==> config.mk <==
export PLATFORM = sky130hd
export DESIGN_NAME = sha1_msg_ctrl
export DESIGN_NICKNAME = d
export VERILOG_FILES = /design/src/rtl/sha1_msg_ctrl.sv
export SDC_FILE = /design/constraint.sdc
export NUM_CORES = 1
export LEC_CHECK = 0
export BUFFER_PORTS_ARGS = -buffer_cell sky130_fd_sc_hd__buf_4
export CORE_AREA = 3 3 214 216
export DETAILED_ROUTE_END_ITERATION = 12
export DIE_AREA = 0 0 217 219
export PLACE_DENSITY_LB_ADDON = 0.08
export SKIP_LAST_GASP = 1
export SLEW_MARGIN = 20
export SYNTH_ARGS = -nofsm -noshare
export SYNTH_HDL_FRONTEND = slang
export SYNTH_SLANG_ARGS = --single-unit
==> constraint.sdc <==
create_clock -name clk -period 7.5 [get_ports clk]
set_clock_uncertainty 0.1 [all_clocks]
set_input_delay 0 -clock clk [delete_from_list [all_inputs] [get_ports clk]]
set_output_delay 0 -clock clk [all_outputs]
set_load 0.02 [all_outputs]
==> src/rtl/sha1_msg_ctrl.sv <==
`default_nettype none
`timescale 1ns/1ps
// ============================================================================
// Module      : sha1_msg_ctrl
// Description : Message-level sequencer for one sha1_exec compression core.
//               Accepts a big-endian 32-bit word stream and forwards each
//               16-word block to the core. Appends the SHA-1 0x80 marker, the
//               zero fill and the 64-bit bit length. Issues start/use_prev_cv
//               for each block and returns the final 160-bit digest.
// Ports       : clk, reset                 - clock, sync active-high reset
//               msg_valid/ready/data/last,
//               msg_last_bytes             - upstream word stream
//               core_load_in/data_in/start,
//               core_use_prev_cv, core_cv  - to sha1_exec
//               core_busy/out_valid/cv_next - from sha1_exec
//               digest, digest_valid       - final hash + update pulse
//               busy                       - controller not idle
// Revision    : 1.0 - initial release
// ============================================================================
module sha1_msg_ctrl #(
    parameter int           GAP_CYCLES = 2,
    parameter logic [159:0] IV         = 160'h67452301_EFCDAB89_98BADCFE_10325476_C3D2E1F0
) (
    input  logic         clk,
    input  logic         reset,
    input  logic         msg_valid,
    output logic         msg_ready,
    input  logic [31:0]  msg_data,
    input  logic         msg_last,
    input  logic [1:0]   msg_last_bytes,
    output logic         core_load_in,
    output logic [31:0]  core_data_in,
    output logic         core_start,
    output logic         core_use_prev_cv,
    output logic [159:0] core_cv,
    input  logic         core_busy,
    input  logic         core_out_valid,
    input  logic [159:0] core_cv_next,
    output logic [159:0] digest,
    output logic         digest_valid,
    output logic         busy
);

    typedef enum logic [2:0] {
        S_IDLE  = 3'd0,
        S_LOAD  = 3'd1,
        S_PAD   = 3'd2,
        S_GAP   = 3'd3,
        S_START = 3'd4,
        S_WAIT  = 3'd5,
        S_DONE  = 3'd6
    } state_t;

    localparam logic [3:0]  C_GAP_LAST  = 4'(GAP_CYCLES - 1);
    localparam logic [31:0] C_MARKER    = 32'h8000_0000;
    localparam logic [3:0]  C_LAST_IDX  = 4'd15;
    localparam logic [3:0]  C_LEN_HI    = 4'd14;
    localparam logic [3:0]  C_LEN_ROOM  = 4'd13;

    // ------------------------------------------------------------------
    // State
    // ------------------------------------------------------------------
    state_t         state_q,     state_d;
    logic [3:0]     word_idx_q,  word_idx_d;
    logic [63:0]    bit_len_q,   bit_len_d;
    logic           first_blk_q, first_blk_d;
    logic           marker_q,    marker_d;    // 0x80 marker already emitted
    logic           len_ok_q,    len_ok_d;    // length fits in current block
    logic           last_q,      last_d;      // msg_last has been accepted
    logic           final_q,     final_d;     // current block carries length
    logic [3:0]     gap_cnt_q,   gap_cnt_d;
    logic [159:0]   digest_q,    digest_d;

    logic           w_msg_ready;
    logic           w_load;
    logic [31:0]    w_data;
    logic           w_start;

    // Last-word byte masking: a partial last word keeps its first k bytes,
    // the next byte becomes the 0x80 marker and the rest are zero.
    logic           w_partial;
    logic [31:0]    w_masked;

    always_comb begin
        w_partial = msg_last && (msg_last_bytes != 2'd0);
        w_masked  = msg_data;
        if (w_partial) begin
            case (msg_last_bytes)
                2'd1:    w_masked = {msg_data[31:24], 8'h80, 16'h0000};
                2'd2:    w_masked = {msg_data[31:16], 8'h80, 8'h00};
                2'd3:    w_masked = {msg_data[31:8],  8'h80};
                default: w_masked = msg_data;
            endcase
        end
    end

    // ------------------------------------------------------------------
    // Next-state / output logic
    // ------------------------------------------------------------------
    always_comb begin
        state_d     = state_q;
        word_idx_d  = word_idx_q;
        bit_len_d   = bit_len_q;
        first_blk_d = first_blk_q;
        marker_d    = marker_q;
        len_ok_d    = len_ok_q;
        last_d      = last_q;
        final_d     = final_q;
        gap_cnt_d   = gap_cnt_q;
        digest_d    = digest_q;
        w_msg_ready = 1'b0;
        w_load      = 1'b0;
        w_data      = 32'd0;
        w_start     = 1'b0;

        case (state_q)
            // IDLE and LOAD share the word-accept path. Acceptance is held
            // off while the core is busy so no load can overlap a run.
            S_IDLE, S_LOAD: begin
                w_msg_ready = !core_busy;
                if (msg_valid && w_msg_ready) begin
                    w_load     = 1'b1;
                    w_data     = w_masked;
                    word_idx_d = word_idx_q + 4'd1;
                    last_d     = msg_last;
                    if (w_partial) begin
                        bit_len_d = bit_len_q + {58'd0, msg_last_bytes, 3'd0};
                        marker_d  = 1'b1;
                        len_ok_d  = (word_idx_q <= C_LEN_ROOM);
                    end else begin
                        bit_len_d = bit_len_q + 64'd32;
                    end
                    if (word_idx_q == C_LAST_IDX) begin
                        state_d = S_GAP;
                    end else if (msg_last) begin
                        state_d = S_PAD;
                    end else begin
                        state_d = S_LOAD;
                    end
                end
            end

            // Fill the block: marker first if still owed, then zeros, and
            // the 64-bit length in the last two slots when it fits here.
            S_PAD: begin
                if (!core_busy) begin
                    w_load     = 1'b1;
                    word_idx_d = word_idx_q + 4'd1;
                    if (!marker_q) begin
                        w_data   = C_MARKER;
                        marker_d = 1'b1;
                        len_ok_d = (word_idx_q <= C_LEN_ROOM);
                    end else if (len_ok_q && (word_idx_q == C_LEN_HI)) begin
                        w_data = bit_len_q[63:32];
                    end else if (len_ok_q && (word_idx_q == C_LAST_IDX)) begin
                        w_data  = bit_len_q[31:0];
                        final_d = 1'b1;
                    end
                    if (word_idx_q == C_LAST_IDX) begin
                        state_d = S_GAP;
                    end
                end
            end

            S_GAP: begin
                if (gap_cnt_q == C_GAP_LAST) begin
                    gap_cnt_d = 4'd0;
                    state_d   = S_START;
                end else begin
                    gap_cnt_d = gap_cnt_q + 4'd1;
                end
            end

            S_START: begin
                if (!core_busy) begin
                    w_start     = 1'b1;
                    first_blk_d = 1'b0;
                    state_d     = S_WAIT;
                end
            end

            // A non-final block after msg_last still owes padding; an extra
            // block whose marker landed earlier always has room for length.
            S_WAIT: begin
                if (core_out_valid) begin
                    word_idx_d = 4'd0;
                    if (final_q) begin
                        digest_d = core_cv_next;
                        state_d  = S_DONE;
                    end else if (last_q) begin
                        len_ok_d = marker_q;
                        state_d  = S_PAD;
                    end else begin
                        state_d  = S_LOAD;
                    end
                end
            end

            S_DONE: begin
                state_d     = S_IDLE;
                first_blk_d = 1'b1;
                bit_len_d   = 64'd0;
                word_idx_d  = 4'd0;
                marker_d    = 1'b0;
                len_ok_d    = 1'b0;
                last_d      = 1'b0;
                final_d     = 1'b0;
            end

            default: begin
                state_d = S_IDLE;
            end
        endcase
    end

    // ------------------------------------------------------------------
    // State register
    // ------------------------------------------------------------------
    always_ff @(posedge clk) begin
        if (reset) begin
            state_q     <= S_IDLE;
            word_idx_q  <= 4'd0;
            bit_len_q   <= 64'd0;
            first_blk_q <= 1'b1;
            marker_q    <= 1'b0;
            len_ok_q    <= 1'b0;
            last_q      <= 1'b0;
            final_q     <= 1'b0;
            gap_cnt_q   <= 4'd0;
            digest_q    <= 160'd0;
        end else begin
            state_q     <= state_d;
            word_idx_q  <= word_idx_d;
            bit_len_q   <= bit_len_d;
            first_blk_q <= first_blk_d;
            marker_q    <= marker_d;
            len_ok_q    <= len_ok_d;
            last_q      <= last_d;
            final_q     <= final_d;
            gap_cnt_q   <= gap_cnt_d;
            digest_q    <= digest_d;
        end
    end

    // ------------------------------------------------------------------
    // Outputs: strobes are forced low while reset is held so nothing
    // reaches the core or upstream during the reset cycle itself.
    // ------------------------------------------------------------------
    assign msg_ready        = w_msg_ready & ~reset;
    assign core_load_in     = w_load & ~reset;
    assign core_data_in     = reset ? 32'd0 : w_data;
    assign core_start       = w_start & ~reset;
    assign core_use_prev_cv = w_start & ~reset & ~first_blk_q;
    assign core_cv          = IV;
    assign digest           = digest_q;
    assign digest_valid     = (state_q == S_DONE) & ~reset;
    assign busy             = (state_q != S_IDLE) & ~reset;

endmodule
`default_nettype wire

==> run_results.csv, run 1 <==
group,metric,value,unit
placement,dp_hpwl,31500,um
timing,fmax,299,MHz
worst_hold_path,hold_depth,4,
power,combPwrFrac,11.1,%
timing,setup_viol,0,
clocking,cts_resized,0,
routing,drc_errors,0,
placement,port_buffers,397,
synth,syn_area_per_cell,7.74,um2
synth,ys_seq_area_share,41.4,%
timing,finalCritPeriodShare,44.6,%
setup_path,rr_worst_depth,6,
setup_path,path_class,"flip-flop to flip-flop",
clocking,post_cts_buffers,0,
clocking,cts.clk_slew.worst_paths,0.06,ns
worst_hold_path,holdPathEnd,"digest[56]$_SDFFE_PP0P_",
timing,min_period,3.34,ns
synth,syn_area,11500,um2
run_status,status,"completed",
timing,grt_setup_unrepaired,"no",
finish,area_growth,48.0,%
power,p_sw,0.000749,W
setup_path,rrSetupSlack,4.16,ns
finish,drive_gt1_share,23.0,%
floorplan,die-width,217,um
routing,route.detailed.wl_per_inst,17.1,um
timing,fin_tns_setup,0,ns
setup_path,crit_path_start_kind,"flip-flop",
worst_hold_path,hp-start,"core_cv_next[56]",
power,power.share.clock,45.9,%
synth,synth_ff_type,"dfxtp_1",
clocking,cts_root_buf,"clkbuf_16",
setup_path,cp_data_required_time,7.87,ns
timing,worst_slack,4.16,ns
global_routing,grt_overflow_total,0,
placement,globalplace.congestion,0.795,
synth,yosysWarnings,0,
setup_path,crit_path_end_kind,"flip-flop",
routing,dr_total_vias,11681,
clocking,cts.sinks,237,
global_routing,grt_max_degree,91,
setup_path,path_common_cell,"buf_4",
clocking,cts_tree,"yes",
global_routing,track_usage,17.2,%
power,vdd_drop_max,0.193,mV
setup_path,crit_slowest_cell,"dfxtp_1",
timing,slew_viol_final,0,
synth,netlist_instances,1480,
power,swShare,25.3,%
flow_run,maxCapViolations,0,
global_routing,grt_pass1_wl,65000,um
setup_path,crit_start,"state_q[1]$_SDFFE_PP0P_",
power,power_density,175,nW/um2
clocking,h-tree-depth,1,
setup_path,critPathMaxStageDelay,0.77,ns
floorplan,die_h,219,um
synth,synth_enable_flop_cells,0,
synth,ys_ff_latch,237,
timing,hold_viol,0,
setup_path,path_cells,"and3b_1 > nand3_4 > buf_4 > buf_4 > nand2_1 > a21oi_1",
floorplan,ios,558,
synth,postSynth.asyncResetShare,0,%
floorplan,rows,77,
setup_path,crit_buf_inv,2,
setup_path,arrival,3.72,ns
worst_hold_path,hp-class,"input pin to flip-flop",
routing,ant_nets,0,
power,internal-power,0.00221,W
clocking,hold_buffers,170,
routing,via_per_inst,4.48,
timing,worstMarginPinSlew,1.02,ns
placement,place_ws,4.02,ns
timing,maxSlewHeadroom,31.7,%
synth,ys_types,61,
power,pwr-share-seq,43.0,%
timing,holdWs,0.131,ns
clocking,cts_buffers,30,
floorplan,start_util,26.0,%
setup_path,r2r_start,"state_q[1]$_SDFFE_PP0P_",
floorplan,fp.coreArea,44100,um2
power,leakage,6.74,nW
global_routing,grt_pass1_vias,10768,
routing,firstDrtPassIters,5,
setup_path,critPathTopFamily,"buffers and inverters",
global_routing,grt_antenna_before_repair,1,
floorplan,dieArea,47500,um2
routing,drtIter0Drc,861,
clocking,cts_buffer_depth,3,
routing,wl,44600,um
setup_path,r2r-end,"digest[9]$_SDFFE_PP0P_",
clocking,clock_latency,0.56,ns
finish,nNetsFinal,2205,
setup_path,cp_max_fo,63,
==> worst max path at each step <==
stage	endpoint	slack, ns	cells past startpoint
detailed placement	digest[137]$_SDFFE_PP0P_	4.02	5
floorplan	bit_len_q[57]$_SDFFE_PP0P_	4.94	7
global placement	digest[137]$_SDFFE_PP0P_	4.12	5
global route	digest[5]$_SDFFE_PP0P_	3.82	6
finish	digest[9]$_SDFFE_PP0P_	4.16	6
CTS	digest[137]$_SDFFE_PP0P_	3.99	5
==> worst min-delay path: cells and delay by family <==
| kind | cells | cell delay [ns] |
|---|---|---|
| buf+inv | 2 | 0.62 |
| compound gates | 1 | 0.10 |
| simple gates | 1 | 0.04 |
==> cells in the mapped netlist (all sizes together) (11+ instances only) <==
master,instances,area [um2]
nor3,12,60.1
nand3,27,135
dfxtp,237,4740
a22oi,27,203
nand2,360,1350
inv,11,41.3
or4,12,90.1
nand4,15,93.8
or3,24,150
o21ai,34,170
buf,167,1250
clkbuf,86,323
xnor2,23,201
nor4,16,100
a22o,28,245
nor2,80,300
a21oi,208,1040
==> placed cells by master (no fill, tap or decap), types with 23 or more instances in the layout <==
| master | instances |
|---|---|
| nand3_1 | 26 |
| buf_4 | 409 |
| xnor2_1 | 23 |
| nor2_1 | 79 |
| dfxtp_1 | 237 |
| o21ai_0 | 34 |
| a21oi_1 | 208 |
| conb_1 | 160 |
| a22oi_1 | 27 |
| nand2_1 | 360 |
| dlygate4sd3_1 | 170 |
| a22o_1 | 28 |
| or3_1 | 24 |
| clkbuf_16 | 30 |
==> logic make-up after synthesis <==
logic type               count (synthesis)  share of synthesized area (%)
AO/OA/AOI/OAI                          335                           17.2
XOR/XNOR                                33                           2.52
adder cells (fa/ha/maj)                  8                          0.939
buffers and inverters                  264                           14.1
flip-flops                             237                           41.4
multiplexers                             5                          0.437
other                                    2                         0.0655
AND/OR/NAND/NOR                        596                           23.3
==> power groups by stage <==
stage                     logic, W  registers (W)  clock network, W
after floorplan           0.000203        0.00130                 0
after CTS                 0.000329        0.00127           0.00141
after global placement    0.000253        0.00130                 0
final                     0.000329        0.00127           0.00136
after global routing      0.000354        0.00127           0.00146
after detailed placement  0.000251        0.00130                 0
==> metrics by stage <==
stage	std cells	util, %	instance area [um2]	power [W]
floorplan	1638	-	12100	0.00150
global placement	2386	32.5	14300	0.00155
detailed placement	2386	32.5	14300	0.00155
CTS	2603	38.4	16900	0.00301
global route	2604	38.4	17000	0.00309
finish	2605	38.4	17000	0.00296
==> state kept, by name, summed over array words and instances, names as in the netlist <==
signal / flops
digest: 160
bit_len_q: 61
gap_cnt_q: 4
word_idx_q: 4
state_q: 3
final_q: 1
first_blk_q: 1
last_q: 1
len_ok_q: 1
marker_q: 1
==> metal layers <==
layer | share of wire (%) | GRT usage (%) | wire length (um) | vias up
li1 | - | - | - | 5758
met1 | 43 | 22.5 | 19200 | 5435
met2 | 47 | 28.4 | 20900 | 415
met3 | 6.4 | 3.56 | 2870 | 71
met4 | 3.6 | 5.54 | 1590 | 2
met5 | 0.045 | 0 | 20 | -
==> layout make-up <==
type,instances,area (um2)
Inverter,11,41.3
Sequential cell,237,4740
Clock buffer,40,828
Tap cell,592,741
Timing Repair Buffer,580,4800
Antenna cell,1,2.50
Fill cell,4634,27200
Multi-Input combinational cell,1137,5730
Clock inverter,7,71.3
Note: power is estimated with default switching activity, not from simulation.
==> run 2, diff against run 1 <==
==> constraint.sdc (replaced) <==
create_clock -name clk -period 3.4 [get_ports clk]
set_clock_uncertainty 0.1 [all_clocks]
set_input_delay 0 -clock clk [delete_from_list [all_inputs] [get_ports clk]]
set_output_delay 0 -clock clk [all_outputs]
set_load 0.02 [all_outputs]
==> run_results.csv, run 2 (synthesis results as in run 1) <==
group,metric,value,unit
clocking,cts_resized,0,
flow_run,maxCapViolations,0,
finish,drive_gt1_share,23.8,%
finish,nNetsFinal,2238,
setup_path,crit_slowest_cell,"a21oi_1",
floorplan,ios,558,
finish,multi_input_area,5730,um2
routing,firstDrtPassIters,5,
timing,setup_viol,0,
timing,min_period,2.91,ns
clocking,cts_root_buf,"clkbuf_16",
routing,drc_errors,0,
routing,drtIter0Drc,639,
finish,seqCellArea,4740,um2
timing,maxSlewHeadroom,34.4,%
routing,via_per_inst,4.48,
global_routing,grt_pass1_wl,66500,um
setup_path,critPathTopFamily,"compound AO/OA/AOI/OAI gates",
setup_path,path_depth,5,
finish,largest_reg_flops,160,
finish,area_growth,50.8,%
finish,final_cell_mix,"buf_4 (431), nand2_1 (360), dfxtp_1 (237)",
timing,worstMarginPinSlew,0.985,ns
finish,final_area,17300,um2
routing,ant_nets,0,
setup_path,crit_path_end_kind,"primary output",
power,power_density,382,nW/um2
setup_path,critPathMaxStageDelay,0.70,ns
setup_path,path_class,"flip-flop to primary output",
global_routing,grt_pass1_vias,11159,
timing,hold_viol,0,
setup_path,rrSetupSlack,0.67,ns
global_routing,grt_max_degree,87,
setup_path,r2r_start,"state_q[2]$_SDFFE_PP0P_",
clocking,cts_tree,"yes",
worst_hold_path,hold_depth,3,
setup_path,cp_data_required_time,3.30,ns
setup_path,crit_buf_inv,1,
setup_path,cp_max_fo,16,
setup_path,arrival,2.81,ns
clocking,cts.clk_slew.worst_paths,0.06,ns
setup_path,path_cells,"or4b_4 > a21oi_1 > o21ai_0 > a21oi_1 > buf_4",
global_routing,grt_overflow_total,0,
clocking,cts.sinks,237,
worst_hold_path,holdPathEnd,"state_q[0]$_SDFFE_PP0P_",
floorplan,die_h,219,um
finish,nFillCells,4593,
worst_hold_path,hp-class,"input pin to flip-flop",
global_routing,track_usage,17.6,%
timing,finalCritPeriodShare,85.6,%
power,vdd_drop_max,0.320,mV
clocking,clock_latency,0.56,ns
floorplan,fp.coreArea,44100,um2
worst_hold_path,hp-start,"reset",
clocking,cts_buffer_depth,3,
timing,slew_viol_final,0,
setup_path,r2r-end,"bit_len_q[57]$_SDFFE_PP0P_",
placement,dp_hpwl,33000,um
setup_path,crit_path_start_kind,"flip-flop",
clocking,h-tree-depth,1,
timing,grt_setup_unrepaired,"no",
clocking,post_cts_buffers,0,
finish,final_common_cell,"buf_4",
setup_path,rr_worst_depth,5,
timing,fmax,344,MHz
routing,dr_total_vias,11829,
placement,globalplace.congestion,0.799,
finish,diodes,0,
run_status,status,"completed",
global_routing,grt_antenna_before_repair,1,
power,leakage,6.95,nW
floorplan,dieArea,47500,um2
placement,port_buffers,397,
clocking,cts_buffers,29,
floorplan,rows,77,
routing,wl,45000,um
setup_path,path_common_cell,"a21oi_1",
floorplan,start_util,26.0,%
routing,route.detailed.wl_per_inst,17.0,um
floorplan,die-width,217,um
timing,fin_tns_setup,0,ns
placement,place_area,14600,um2
==> run 2: changes by cell type in the layout (fill, tap and decap cells not counted), sizes merged <==
cell         previous run  this run
buf                   410       435
bufinv                  1         2
clkbuf                 40        43
clkinv                  6         3
diode                   1         0
dlygate4sd3           170       179
inv                    11        12
==> run 2: area by class of cell <==
class	instances	area share, %
clock buffers	43	4.85
clock inverters	6	0.485
inverters	11	0.239
multi-input cells	1137	33.1
flip-flops and latches	237	27.5
well taps	592	4.29
repair buffers	614	29.6
==> run 2: timing repair <==
action                                 in CTS  in global routing
endpoints found under the hold margin     173                  0
hold buffers                              179                  0
setup endpoints to repair                   0                  0
==> run 2: worst max-delay path by stage <==
stage                                    startpoint                          to  slack (ns)
after floorplan             state_q[2]$_SDFFE_PP0P_  bit_len_q[57]$_SDFFE_PP0P_        0.84
after global placement    bit_len_q[5]$_SDFFE_PP0P_  bit_len_q[57]$_SDFFE_PP0P_        0.69
after detailed placement  bit_len_q[5]$_SDFFE_PP0P_  bit_len_q[47]$_SDFFE_PP0P_        0.68
after CTS                   state_q[2]$_SDFFE_PP0P_             core_data_in[7]        0.49
after global routing        state_q[2]$_SDFFE_PP0P_             core_data_in[7]        0.30
final                       state_q[2]$_SDFFE_PP0P_             core_data_in[7]        0.49
==> run 2: power breakdown <==
| part | internal, W | switching [W] |
|---|---|---|
| logic | 0.000337 | 0.000400 |
| clock network | 0.00184 | 0.00123 |
| registers | 0.00279 | 0.0000118 |
==> run 2: per-stage QoR <==
step / setup WS, ns / total power, W / instances / hold slack [ns] / utilization, %
2_1_floorplan: 0.838 / 0.00330 / 1638 / 0.0360 / -
3_3_place_gp: 0.690 / 0.00342 / 2412 / 0.147 / 33.0
3_5_place_dp: 0.676 / 0.00342 / 2412 / 0.156 / 33.0
4_1_cts: 0.485 / 0.00672 / 2640 / 0.104 / 39.2
5_1_grt: 0.297 / 0.00688 / 2640 / 0.136 / 39.2
6_report: 0.491 / 0.00660 / 2640 / 0.128 / 39.2
==> run 2: metal layers <==
metal  track usage [%]  up-vias  wire [um]
li1                  -     5826          -
met5                 0        -         14
met2              30.3      395      22300
met1              22.0     5534      18400
met3              3.71       72       2810
met4              5.24        2       1500
==> run 2: worst register-to-register path, cell delays in order, from the launching register on <==
cell      delay [ns]
dfxtp_1         0.31
or4b_4          0.66
a221oi_2        0.32
or4b_4          0.60
or4_1           0.50
a21oi_1         0.15
==> run 3, diff against run 2 <==
==> constraint.sdc (replaced) <==
create_clock -name clk -period 2.4 [get_ports clk]
set_clock_uncertainty 0.1 [all_clocks]
set_input_delay 0 -clock clk [delete_from_list [all_inputs] [get_ports clk]]
set_output_delay 0 -clock clk [all_outputs]
set_load 0.02 [all_outputs]
==> run_results.csv, run 3 (synthesis results as in run 1) <==
group,metric,value,unit
timing,worst_slack,-0.168,ns
timing,grt_setup_unrepaired,"yes",
clocking,cts_buffers,30,
power,pwr-share-seq,40.5,%
finish,final_area,18600,um2
power,swShare,24.9,%
placement,dp_hpwl,33200,um
global_routing,grt_max_degree,94,
finish,multi_input_area,5970,um2
finish,seqCellArea,4760,um2
flow_run,maxCapViolations,0,
floorplan,dieArea,47500,um2
setup_path,r2r-end,"bit_len_q[53]$_SDFFE_PP0P_",
finish,largest_reg_flops,160,
power,leakage,7.55,nW
setup_path,cp_data_required_time,2.80,ns
routing,firstDrtPassIters,5,
clocking,cts_tree,"yes",
worst_hold_path,hp-start,"core_cv_next[158]",
setup_path,r2r_start,"state_q[1]$_SDFFE_PP0P_",
finish,nFillCells,4494,
finish,final_cell_mix,"buf_4 (497), nand2_1 (360), dfxtp_1 (229)",
routing,drtIter0Drc,684,
setup_path,path_class,"flip-flop to flip-flop",
setup_path,crit_path_start_kind,"flip-flop",
power,p_sw,0.00244,W
setup_path,rrSetupSlack,-0.17,ns
worst_hold_path,hp-class,"input pin to flip-flop",
finish,nNetsFinal,2336,
run_status,violations,"negative setup slack",
setup_path,cp-endpoint,"bit_len_q[53]$_SDFFE_PP0P_",
finish,area_growth,62.6,%
routing,ant_nets,0,
setup_path,rr_worst_depth,6,
power,power.share.clock,48.1,%
routing,dr_total_vias,12177,
clocking,h-tree-depth,1,
clocking,cts_buffer_depth,3,
finish,drive_gt1_share,29.5,%
timing,finalCritPeriodShare,107,%
placement,port_buffers,397,
routing,wl,47100,um
global_routing,grt_antenna_before_repair,0,
timing,hold_viol,0,
run_status,status,"finished, violations left",
floorplan,start_util,26.0,%
global_routing,track_usage,17.9,%
clocking,cts.clk_slew.worst_paths,0.06,ns
timing,worstMarginPinSlew,0.675,ns
setup_path,crit_path_end_kind,"flip-flop",
power,power_density,525,nW/um2
finish,diodes,0,
timing,min_period,2.57,ns
power,internal-power,0.00735,W
timing,fmax,389,MHz
global_routing,grt_pass1_wl,67600,um
timing,maxSlewHeadroom,55.0,%
global_routing,grt_pass1_vias,11312,
floorplan,fp.coreArea,44100,um2
timing,slew_viol_final,0,
power,combPwrFrac,11.4,%
power,power.total,0.00979,W
global_routing,grt_overflow_total,0,
floorplan,ios,558,
routing,route.detailed.wl_per_inst,17.2,um
timing,setup_viol,10,
placement,globalplace.congestion,0.840,
setup_path,crit_start,"state_q[1]$_SDFFE_PP0P_",
power,vdd_drop_max,0.525,mV
clocking,cts_root_buf,"clkbuf_16",
floorplan,die_h,219,um
setup_path,arrival,2.97,ns
floorplan,rows,77,
routing,via_per_inst,4.44,
floorplan,die-width,217,um
setup_path,cp_max_fo,6,
clocking,cts.sinks,237,
placement,place_area,15100,um2
clocking,clock_latency,0.57,ns
routing,drc_errors,0,
finish,final_common_cell,"buf_4",
run 3: cell count changes in the layout (fill, tap and decap cells not counted), sizes merged:
cell         previous run  this run
buf                   435       528
bufinv                  2         3
clkbuf                 43        41
clkinv                  3         6
clkinvlp                0         5
dlygate4sd3           179       182
inv                    12        11
or4b                    2         3
run 3: worst min-delay path by stage:
| stage | depth (start not counted) | slack [ns] | end |
|---|---|---|---|
| global placement | 3 | 0.15 | digest[15]$_SDFFE_PP0P_ |
| global route | 4 | 0.12 | digest[107]$_SDFFE_PP0P_ |
| CTS | 4 | 0.08 | digest[94]$_SDFFE_PP0P_ |
| finish | 4 | 0.13 | digest[158]$_SDFFE_PP0P_ |
| floorplan | 2 | 0.04 | last_q$_SDFFE_PP0P_ |
| detailed placement | 3 | 0.16 | digest[88]$_SDFFE_PP0P_ |
run 3: critical path, cell delays in order (launching register included):
cell,delay (ns)
dfxtp_1,0.31
or4b_4,0.59
a221oi_4,0.27
buf_4,0.17
or4b_4,0.52
or4_4,0.43
a21oi_2,0.12
run 3: area by class of cell:
| cell class | count | area share [%] |
|---|---|---|
| Timing Repair Buffer | 710 | 32.5 |
| Inverter | 11 | 0.235 |
| Tap cell | 592 | 3.98 |
| Multi-Input combinational cell | 1138 | 32.1 |
| Sequential cell | 237 | 25.5 |
| Clock buffer | 41 | 4.73 |
| Clock inverter | 14 | 0.907 |
run 3: what timing repair did:
item	CTS	global route
hold buffers	182	0
setup buffers	6	24
cloned	3	3
pin swaps	3	30
setup endpoints to repair	43	49
resized for setup	20	63
hold endpoints to repair	176	0
run 3: layer usage:
| metal | vias up | global-route usage (%) | routed length (um) | part of all wire, % |
|---|---|---|---|---|
| li1 | 6019 | - | - | - |
| met1 | 5688 | 23.5 | 20100 | 43 |
| met2 | 404 | 30.2 | 22900 | 49 |
| met3 | 66 | 3.14 | 2780 | 5.9 |
| met4 | 0 | 4.98 | 1310 | 2.8 |
| met5 | - | 0 | 0 | 0 |
run 3: per-stage QoR:
| stage | setup TNS [ns] | instances | setup slack [ns] | hold slack [ns] | util, % |
|---|---|---|---|---|---|
| 2_1_floorplan | -0.113 | 1638 | -0.0430 | 0.0360 | - |
| 3_3_place_gp | -0.332 | 2471 | -0.0835 | 0.147 | 34.2 |
| 3_5_place_dp | -0.490 | 2471 | -0.0924 | 0.156 | 34.2 |
| 4_1_cts | -1.37 | 2717 | -0.106 | 0.0846 | 41.2 |
| 5_1_grt | -3.29 | 2743 | -0.218 | 0.119 | 42.2 |
| 6_report | -0.551 | 2743 | -0.168 | 0.131 | 42.2 |
run 3: power by group through the flow:
stage | registers (W) | clock network (W) | logic (W)
after CTS | 0.00396 | 0.00490 | 0.00109
after detailed placement | 0.00405 | 0 | 0.000829
final | 0.00396 | 0.00471 | 0.00112
after floorplan | 0.00405 | 0 | 0.000633
after global placement | 0.00405 | 0 | 0.000828
after global routing | 0.00396 | 0.00504 | 0.00120
